[src/rtl/mips_pkg.sv]
// Shared types and encodings for the multicycle MIPS controller.
// States, opcode/funct fields, ALU and ALUSrcB codes.
package mips_pkg;

  typedef enum logic [3:0] {
    FETCH   = 4'd0,
    DECODE  = 4'd1,
    MEMADR  = 4'd2,
    MEMRD   = 4'd3,
    MEMWB   = 4'd4,
    MEMWR   = 4'd5,
    EXECUTE = 4'd6,
    ALUWB   = 4'd7,
    BRANCH  = 4'd8,
    ADDIEX  = 4'd9,
    ADDIWB  = 4'd10
  } state_t;

  localparam logic [5:0] OP_RTYPE = 6'b000000;
  localparam logic [5:0] OP_LW    = 6'b100011;
  localparam logic [5:0] OP_SW    = 6'b101011;
  localparam logic [5:0] OP_BEQ   = 6'b000100;
  localparam logic [5:0] OP_ADDI  = 6'b001000;

  localparam logic [5:0] F_ADD = 6'b100000;
  localparam logic [5:0] F_SUB = 6'b100010;
  localparam logic [5:0] F_AND = 6'b100100;
  localparam logic [5:0] F_OR  = 6'b100101;
  localparam logic [5:0] F_SLT = 6'b101010;

  localparam logic [2:0] ALU_ADD = 3'b010;
  localparam logic [2:0] ALU_SUB = 3'b110;
  localparam logic [2:0] ALU_AND = 3'b000;
  localparam logic [2:0] ALU_OR  = 3'b001;
  localparam logic [2:0] ALU_SLT = 3'b111;

  localparam logic [1:0] ALUOP_ADD   = 2'b00;
  localparam logic [1:0] ALUOP_SUB   = 2'b01;
  localparam logic [1:0] ALUOP_FUNCT = 2'b10;

  localparam logic [1:0] SRCB_REG   = 2'b00;
  localparam logic [1:0] SRCB_FOUR  = 2'b01;
  localparam logic [1:0] SRCB_IMM   = 2'b10;
  localparam logic [1:0] SRCB_IMMSH = 2'b11;

  function automatic logic op_legal(input logic [5:0] op);
    return (op == OP_RTYPE) || (op == OP_LW) || (op == OP_SW)
        || (op == OP_BEQ) || (op == OP_ADDI);
  endfunction

endpackage

[src/rtl/mips_control_unit_if.sv]
// Controller <-> datapath bundle: IR fields and Zero in,
// per-cycle selects and write enables out.
interface mips_control_unit_if;
  logic [5:0] Op;
  logic [5:0] Funct;
  logic       Zero;
  logic       PCen;
  logic       IorD;
  logic       MemWrite;
  logic       IRWrite;
  logic       RegDst;
  logic       MemtoReg;
  logic       RegWrite;
  logic       ALUSrcA;
  logic [1:0] ALUSrcB;
  logic [2:0] ALUControl;
  logic       PCsrc;
  logic       Illegal;
  logic [3:0] State;

  modport master (
    input  Op, Funct, Zero,
    output PCen, IorD, MemWrite, IRWrite, RegDst, MemtoReg,
    output RegWrite, ALUSrcA, ALUSrcB, ALUControl, PCsrc,
    output Illegal, State
  );

  modport slave (
    output Op, Funct, Zero,
    input  PCen, IorD, MemWrite, IRWrite, RegDst, MemtoReg,
    input  RegWrite, ALUSrcA, ALUSrcB, ALUControl, PCsrc,
    input  Illegal, State
  );
endinterface

[src/rtl/mips_control_unit_alu_decoder.sv]
// ALU operation decode: fixed add/sub, or from the R-type funct field.
// Unknown funct codes fall back to add.
module alu_decoder
  import mips_pkg::*;
(
  input  logic [1:0] alu_op_i,
  input  logic [5:0] funct_i,
  output logic [2:0] alu_ctl_o
);

  logic [2:0] funct_ctl;

  always_comb begin
    funct_ctl = ALU_ADD;
    unique case (1'b1)
      (funct_i == F_SUB): funct_ctl = ALU_SUB;
      (funct_i == F_AND): funct_ctl = ALU_AND;
      (funct_i == F_OR):  funct_ctl = ALU_OR;
      (funct_i == F_SLT): funct_ctl = ALU_SLT;
      default:            funct_ctl = ALU_ADD;
    endcase
  end

  always_comb begin
    alu_ctl_o = ALU_ADD;
    unique case (1'b1)
      (alu_op_i == ALUOP_SUB):   alu_ctl_o = ALU_SUB;
      (alu_op_i == ALUOP_FUNCT): alu_ctl_o = funct_ctl;
      default:                   alu_ctl_o = ALU_ADD;
    endcase
  end

endmodule

[src/rtl/mips_control_unit.sv]
// Multicycle MIPS main controller: Moore FSM driving Data_Path
// selects and enables, with the PCen branch gate.
module mips_control_unit
  import mips_pkg::*;
#(
  parameter int WIDTH = 32
) (
  input  logic                clk,
  input  logic                reset,
  mips_control_unit_if.master bus
);

  logic unused_width;
  assign unused_width = ^WIDTH;

  state_t state_q, state_d;
  logic   run_q;
  logic   active;

  logic op_lw, op_sw, op_r, op_beq, op_addi;
  assign op_lw   = (bus.Op == OP_LW);
  assign op_sw   = (bus.Op == OP_SW);
  assign op_r    = (bus.Op == OP_RTYPE);
  assign op_beq  = (bus.Op == OP_BEQ);
  assign op_addi = (bus.Op == OP_ADDI);

  // run_q holds FETCH for the edge that first samples reset high,
  // so FETCH controls start one cycle after release.
  always_ff @(posedge clk) begin
    if (!reset) begin
      state_q <= FETCH;
      run_q   <= 1'b0;
    end else begin
      state_q <= run_q ? state_d : FETCH;
      run_q   <= 1'b1;
    end
  end

  always_comb begin
    state_d = FETCH;
    unique case (state_q)
      FETCH:  state_d = DECODE;
      DECODE: begin
        unique case (1'b1)
          (op_lw | op_sw): state_d = MEMADR;
          op_r:            state_d = EXECUTE;
          op_beq:          state_d = BRANCH;
          op_addi:         state_d = ADDIEX;
          default:         state_d = FETCH;
        endcase
      end
      MEMADR:  state_d = op_sw ? MEMWR : MEMRD;
      MEMRD:   state_d = MEMWB;
      EXECUTE: state_d = ALUWB;
      ADDIEX:  state_d = ADDIWB;
      default: state_d = FETCH;
    endcase
  end

  logic       pcw, br, iord, mw, irw, rd, m2r, rw, sa, pcs;
  logic       alu_en;
  logic [1:0] sb, alu_op;
  logic [2:0] alu_ctl;

  always_comb begin
    pcw    = 1'b0;
    br     = 1'b0;
    iord   = 1'b0;
    mw     = 1'b0;
    irw    = 1'b0;
    rd     = 1'b0;
    m2r    = 1'b0;
    rw     = 1'b0;
    sa     = 1'b0;
    pcs    = 1'b0;
    sb     = SRCB_REG;
    alu_op = ALUOP_ADD;
    alu_en = 1'b0;
    unique case (state_q)
      FETCH: begin
        sb     = SRCB_FOUR;
        alu_en = 1'b1;
        irw    = 1'b1;
        pcw    = 1'b1;
      end
      DECODE: begin
        sb     = SRCB_IMMSH;
        alu_en = 1'b1;
      end
      MEMADR, ADDIEX: begin
        sa     = 1'b1;
        sb     = SRCB_IMM;
        alu_en = 1'b1;
      end
      MEMRD: iord = 1'b1;
      MEMWB: begin
        m2r = 1'b1;
        rw  = 1'b1;
      end
      MEMWR: begin
        iord = 1'b1;
        mw   = 1'b1;
      end
      EXECUTE: begin
        sa     = 1'b1;
        alu_op = ALUOP_FUNCT;
        alu_en = 1'b1;
      end
      ALUWB: begin
        rd = 1'b1;
        rw = 1'b1;
      end
      BRANCH: begin
        sa     = 1'b1;
        alu_op = ALUOP_SUB;
        alu_en = 1'b1;
        pcs    = 1'b1;
        br     = 1'b1;
      end
      ADDIWB: rw = 1'b1;
      default: ;
    endcase
  end

  alu_decoder u_alu_dec (
    .alu_op_i  (alu_op),
    .funct_i   (bus.Funct),
    .alu_ctl_o (alu_ctl)
  );

  assign active = reset & run_q;

  assign bus.PCen       = active & (pcw | (br & bus.Zero));
  assign bus.IorD       = active & iord;
  assign bus.MemWrite   = active & mw;
  assign bus.IRWrite    = active & irw;
  assign bus.RegDst     = active & rd;
  assign bus.MemtoReg   = active & m2r;
  assign bus.RegWrite   = active & rw;
  assign bus.ALUSrcA    = active & sa;
  assign bus.ALUSrcB    = active ? sb : 2'b00;
  assign bus.ALUControl = (active & alu_en) ? alu_ctl : 3'b000;
  assign bus.PCsrc      = active & pcs;
  assign bus.Illegal    = active & (state_q == DECODE)
                        & ~op_legal(bus.Op);
  assign bus.State      = active ? state_q : FETCH;

endmodule

[src/flat_wrapper.sv]
// flat-port wrapper written by rule: the top's interface ports become plain ports
module mips_control_unit_flat import mips_pkg::*;
#(
  parameter int WIDTH = 32
)
  (clk, reset, bus_Op, bus_Funct, bus_Zero, bus_PCen, bus_IorD, bus_MemWrite, bus_IRWrite, bus_RegDst, bus_MemtoReg, bus_RegWrite, bus_ALUSrcA, bus_ALUSrcB, bus_ALUControl, bus_PCsrc, bus_Illegal, bus_State);
  mips_control_unit_if bus_i ();
  input  logic clk;
  input  logic reset;
  input wire logic [$bits(bus_i.Op)-1:0] bus_Op;
  input wire logic [$bits(bus_i.Funct)-1:0] bus_Funct;
  input wire logic [$bits(bus_i.Zero)-1:0] bus_Zero;
  output wire logic [$bits(bus_i.PCen)-1:0] bus_PCen;
  output wire logic [$bits(bus_i.IorD)-1:0] bus_IorD;
  output wire logic [$bits(bus_i.MemWrite)-1:0] bus_MemWrite;
  output wire logic [$bits(bus_i.IRWrite)-1:0] bus_IRWrite;
  output wire logic [$bits(bus_i.RegDst)-1:0] bus_RegDst;
  output wire logic [$bits(bus_i.MemtoReg)-1:0] bus_MemtoReg;
  output wire logic [$bits(bus_i.RegWrite)-1:0] bus_RegWrite;
  output wire logic [$bits(bus_i.ALUSrcA)-1:0] bus_ALUSrcA;
  output wire logic [$bits(bus_i.ALUSrcB)-1:0] bus_ALUSrcB;
  output wire logic [$bits(bus_i.ALUControl)-1:0] bus_ALUControl;
  output wire logic [$bits(bus_i.PCsrc)-1:0] bus_PCsrc;
  output wire logic [$bits(bus_i.Illegal)-1:0] bus_Illegal;
  output wire logic [$bits(bus_i.State)-1:0] bus_State;
  assign bus_i.Op = bus_Op;
  assign bus_i.Funct = bus_Funct;
  assign bus_i.Zero = bus_Zero;
  assign bus_PCen = bus_i.PCen;
  assign bus_IorD = bus_i.IorD;
  assign bus_MemWrite = bus_i.MemWrite;
  assign bus_IRWrite = bus_i.IRWrite;
  assign bus_RegDst = bus_i.RegDst;
  assign bus_MemtoReg = bus_i.MemtoReg;
  assign bus_RegWrite = bus_i.RegWrite;
  assign bus_ALUSrcA = bus_i.ALUSrcA;
  assign bus_ALUSrcB = bus_i.ALUSrcB;
  assign bus_ALUControl = bus_i.ALUControl;
  assign bus_PCsrc = bus_i.PCsrc;
  assign bus_Illegal = bus_i.Illegal;
  assign bus_State = bus_i.State;
  mips_control_unit #(.WIDTH(WIDTH)) u_core (.clk(clk), .reset(reset), .bus(bus_i));
endmodule
[config.mk]
export PLATFORM = sky130hd
export DESIGN_NAME = mips_control_unit_flat
export DESIGN_NICKNAME = d
export VERILOG_FILES = /design/src/rtl/mips_pkg.sv /design/src/rtl/mips_control_unit_if.sv /design/src/rtl/mips_control_unit_alu_decoder.sv /design/src/rtl/mips_control_unit.sv /design/src/flat_wrapper.sv
export SDC_FILE = /design/constraint.sdc
export NUM_CORES = 1
export LEC_CHECK = 0
export CORE_MARGIN = 10
export CORE_UTILIZATION = 38
export CTS_CLUSTER_DIAMETER = 80
export DETAILED_ROUTE_END_ITERATION = 8
export PLACE_DENSITY = 0.76
export SETUP_SLACK_MARGIN = 0.5
export SYNTH_ARGS = -nofsm -noshare
export SYNTH_HDL_FRONTEND = slang
export SYNTH_HIERARCHICAL = 1
export SYNTH_SLANG_ARGS = --single-unit
[constraint.sdc]
create_clock -name clk -period 2.6 [get_ports clk]
set_clock_uncertainty 0.2 [all_clocks]
set_input_delay 0.52 -clock clk [delete_from_list [all_inputs] [get_ports clk]]
set_output_delay 0.52 -clock clk [all_outputs]
set_load 0.1 [all_outputs]
==> results of run 1 <==
## kinds of logic after synthesis
| family | Yosys count |
|---|---|
| fa+ha+maj | 2 |
| flops | 5 |
| xor+xnor | 3 |
| simple gates | 51 |
| compound gates | 18 |
| buf+inv | 10 |
## through the flow
step	setup TNS [ns]	hold slack, ns
after floorplan	-0.0798	0.343
after global placement	-0.0337	0.410
after detailed placement	-0.234	0.429
==> metrics.txt, run 1 <==
status did not finish; Failed at 4_1_cts; Run Error [ERROR DPL-0038] Utilization greater than 100%, impossible to legalize; yosys warns 6; Clock Path Buffers 2; Initial Utilization 0.408; Post-Place Cell Area 1480 µm²; Commonest cells post-synth 11 x nor2_1, 6 x a21oi_1, 6 x inv_1, 6 x nor3_1, 5 x dfxtp_1; post-synth top area share 0.161; dpl ws -0.0749 ns; Synth Instances just under 90; prevailing post-synth register cell dfxtp_1; Placer Congestion 0.879; Syn Nets 106; CTS buffer count 3; post-synthesis cell type with the largest combined area dfxtp_1; number of synthesized flops with an enable pin 0; Synth Area in Adders 0.0402; clock sink count 5; Synth Area in XOR/XNOR 0.0423; Synth Area in Compound Gates 0.199; Simple-Gate Fraction of Synth Area 0.491; Horiz. Die Dim between 60 and 70 µm; port bufs 33; Final HPWL DP 3.09 mm; placed insts 148; top-count cell post-synth nor2_1; post_cts resized 74; sequential area share after synthesis 0.161; H-tree Lvls 1; Synth async-reset ratio 0; I/O pins 34; largest family of logic cells by synthesized area simple AND/OR/NAND/NOR gates; mapped cell area 622 µm²; Cell Rows 14; cts hold-fix bufs 0; mux share of post-synthesis cell area 0; top cells by area, synth dfxtp_1 16%, nor2_1 6.6%, nand4bb_1 5.4%; syn_area_per_cell roughly 7 µm²; postcts setup bufs 13; Die Y between 60 and 70 µm; Netlist cell types 33; root buffer cell clkbuf_4; Seq cells post-synth 5
==> run 2: changes to the inputs <==
--- a/config.mk
+++ b/config.mk
@@ -5,12 +5,10 @@
 export SDC_FILE = /design/constraint.sdc
 export NUM_CORES = 1
 export LEC_CHECK = 0
-export CORE_MARGIN = 10
-export CORE_UTILIZATION = 38
-export CTS_CLUSTER_DIAMETER = 80
+export CORE_AREA = 10 10 71 73
 export DETAILED_ROUTE_END_ITERATION = 8
-export PLACE_DENSITY = 0.76
-export SETUP_SLACK_MARGIN = 0.5
+export DIE_AREA = 0 0 81 83
+export PLACE_DENSITY_LB_ADDON = 0.15
 export SYNTH_ARGS = -nofsm -noshare
 export SYNTH_HDL_FRONTEND = slang
 export SYNTH_HIERARCHICAL = 1
==> metrics.txt, run 2 <==
Worst R2R Start u_core/state_q[1]$_SDFF_PN0_; RSZ-0062 raised after global routing yes; sequential area share after synthesis 0.161 (unchanged); Cell Rows 22 (+8); yosys warns 6 (unchanged); CTS tree yes; root buffer cell clkbuf_8; Final HPWL DP 2.18 mm (-29%); most common cell after layout, fill and taps aside buf_12; Bufs and invs on worst path 2; Crit Path Max Fanout 3; clock sink count 5 (unchanged); cts hold-fix bufs 0 (unchanged); WL final 2.62 mm; drt pass-1 iters 4; Core Box Area about 3600 µm²; WP data required roughly 1.9 ns; # fillers between 300 and 400; max reg flops 4; syn_area_per_cell 6.99 µm² (unchanged); post-route setup slack 0.0561 ns; H-tree Lvls 1 (unchanged); total congestion overflow 0; Pwr Density 229 nW/µm²; DR DRC count 0; Synth Instances 89 (unchanged); max layer used met4; mapped cell area 622 µm² (unchanged); Reg2Reg Capture Point u_core/state_q[0]$_SDFF_PN0_; area delta synth->final 159%; Routed WL per cell 14.2 µm; antenna cell count 0; first-pass GRT wire length 4.11 mm; Setup crit start bus_Op[5]; post-layout minimum cycle time 2.54 ns; startpoint types input pin; commonest non-fill, non-tap cells in the layout 19 x buf_12, 15 x buf_4, 9 x clkdlybuf4s50_1; R2R Setup Slk 0.87 ns; port bufs 33 (unchanged); share of cells above drive strength 1 0.584; top-count cell post-synth nor2_1; number of synthesized flops with an enable pin 0 (unchanged); largest net degree at the start of global routing 10; hold endpoint u_core/state_q[0]$_SDFF_PN0_; die footprint 6720 µm²; P_leak between 0.6 and 0.7 nW; family with the most delay on the worst path buffers and inverters; final core occ 0.443; Hold Path Class flop to flop; dpl ws -0.0750 ns (-0.000106 ns); endpoints failing hold 0; met2 WL 1.25 mm; Peak supply drop 0.146 mV; DR WL met3 about 220 µm; top cells by area, synth dfxtp_1 16%, nor2_1 6.6%, nand4bb_1 5.4%; Syn Nets 106 (unchanged); Commonest cells post-synth 11 x nor2_1, 6 x a21oi_1, 6 x inv_1, 6 x nor3_1, 5 x dfxtp_1; slowest CP cell clkdlybuf4s50_1; Setup Viol. Count Final 0; biggest regs u_core/state_q (4), u_core/run_q (1); Initial Utilization 0.171 (-0.237); Slew Viols, Final 0; Nets 155; Critical Path AT ~1.8 ns; post-synthesis cell type with the largest combined area dfxtp_1; Seq cells post-synth 5 (unchanged); Hold WS 0.427 ns; vias in the first global route 860; MaxCap Viol Count 0; Synth async-reset ratio 0 (unchanged); Worst-Margin Slew roughly 0.40 ns; DR vias 854; CTS buffer count 3 (unchanged); Most flops, register u_core/state_q; post-synth top area share 0.161 (unchanged); hold path cells 2; min-delay src u_core/state_q[3]$_SDFF_PN0_; Horiz. Die Dim 81 µm (+34%); f_max 393 MHz; Die Y 83 µm (+37%); Placer Congestion 0.815 (-7.2%); I/O pins 34 (unchanged); Worst-Skew Late Latency between 0.2 and 0.25 ns; r2r worst-path depth 5; Crit. End Element output port; CP peak stage delay 0.50 ns; met1 WL approximately 1.1 mm; DRT antenna net count 0; worst relative slew slack 0.730; Clock transition at path regs around 0.040 ns; Clock Path Buffers 2 (unchanged); prevailing post-synth register cell dfxtp_1; crit path cell chain clkdlybuf4s50_1 > or3_4 > o21ai_4 > a2111oi_4 > buf_12; Detailed Route Iter0 Violations 36; via/cell ratio around 4.6; Setup CP Type input pin to output port; status complete, no violations; Netlist cell types 33 (unchanged); initial antenna violation count 0; Period Utilization, post-route 0.978; All-Layer GR Usage 0.0729
-- run 2: layout make-up --
| cell class | count | area [µm²] | area share |
|---|---|---|---|
| Clock buffer | 4 | 45.0 | 0.0280 |
| Inverter | 6 | 22.5 | 0.0140 |
| Multi-Input combinational cell | 74 | 739 | 0.459 |
| Sequential cell | 5 | 105 | 0.0653 |
| Tap cell | 48 | 60.1 | 0.0373 |
| Timing Repair Buffer | 48 | 638 | 0.396 |
-- run 2: kinds of logic after synthesis --
family,Yosys count,synth area share
AND/OR/NAND/NOR,51,0.491
AO/OA/AOI/OAI,18,0.199
buffers and inverters,10,0.0664
flip-flops,5,0.161
XOR/XNOR,3,0.0423
adder cells (fa/ha/maj),2,0.0402
-- run 2: power breakdown --
part / switching [mW] / internal [mW]
Combinational: 0.0769 / 0.0617
Sequential: 0.00330 / 0.0792
Clock: 0.0419 / 0.106
Total: 0.122 / 0.247
-- run 2: worst register-to-register path: stages (launching register included) --
cell and delay, ns:
dfxtp_2 0.34, buf_4 0.15, nand2b_1 0.31, nor2_1 0.16
o21bai_1 0.13, a2111oi_2 0.34
-- run 2: metrics by stage --
step                      instances  power [mW]  cell area, µm²  TNS [ns]
after floorplan                  89       0.154             783     -1.02
after global placement          181       0.217            1450   -0.0534
after detailed placement        181       0.218            1450   -0.0750
after CTS                       185       0.371            1540         0
after global routing            185       0.383            1610   -0.0440
final                           185       0.369            1610         0
-- run 2: what timing repair did --
action	CTS	global route
setup endpoints to repair	4	11
cloned	0	0
pin swaps	6	6
setup buffers	0	0
gates resized for setup	9	19
-- run 2: per-layer routing --
| layer | vias up | track usage |
|---|---|---|
| met3 | 7 | 0.0280 |
| met5 | - | 0 |
| met1 | 397 | 0.0885 |
| li1 | 419 | - |
| met4 | 0 | 0.0313 |
| met2 | 31 | 0.110 |
-- run 2: how the worst max path moves through the flow --
stage	to	cells after the start
4_1_cts	bus_ALUControl[1]	5
3_5_place_dp	bus_Illegal	5
5_1_grt	bus_ALUControl[1]	9
3_3_place_gp	bus_Illegal	5
6_report	bus_Illegal	5
2_1_floorplan	bus_PCsrc	2
Note: power is estimated with default switching activity, not from simulation.
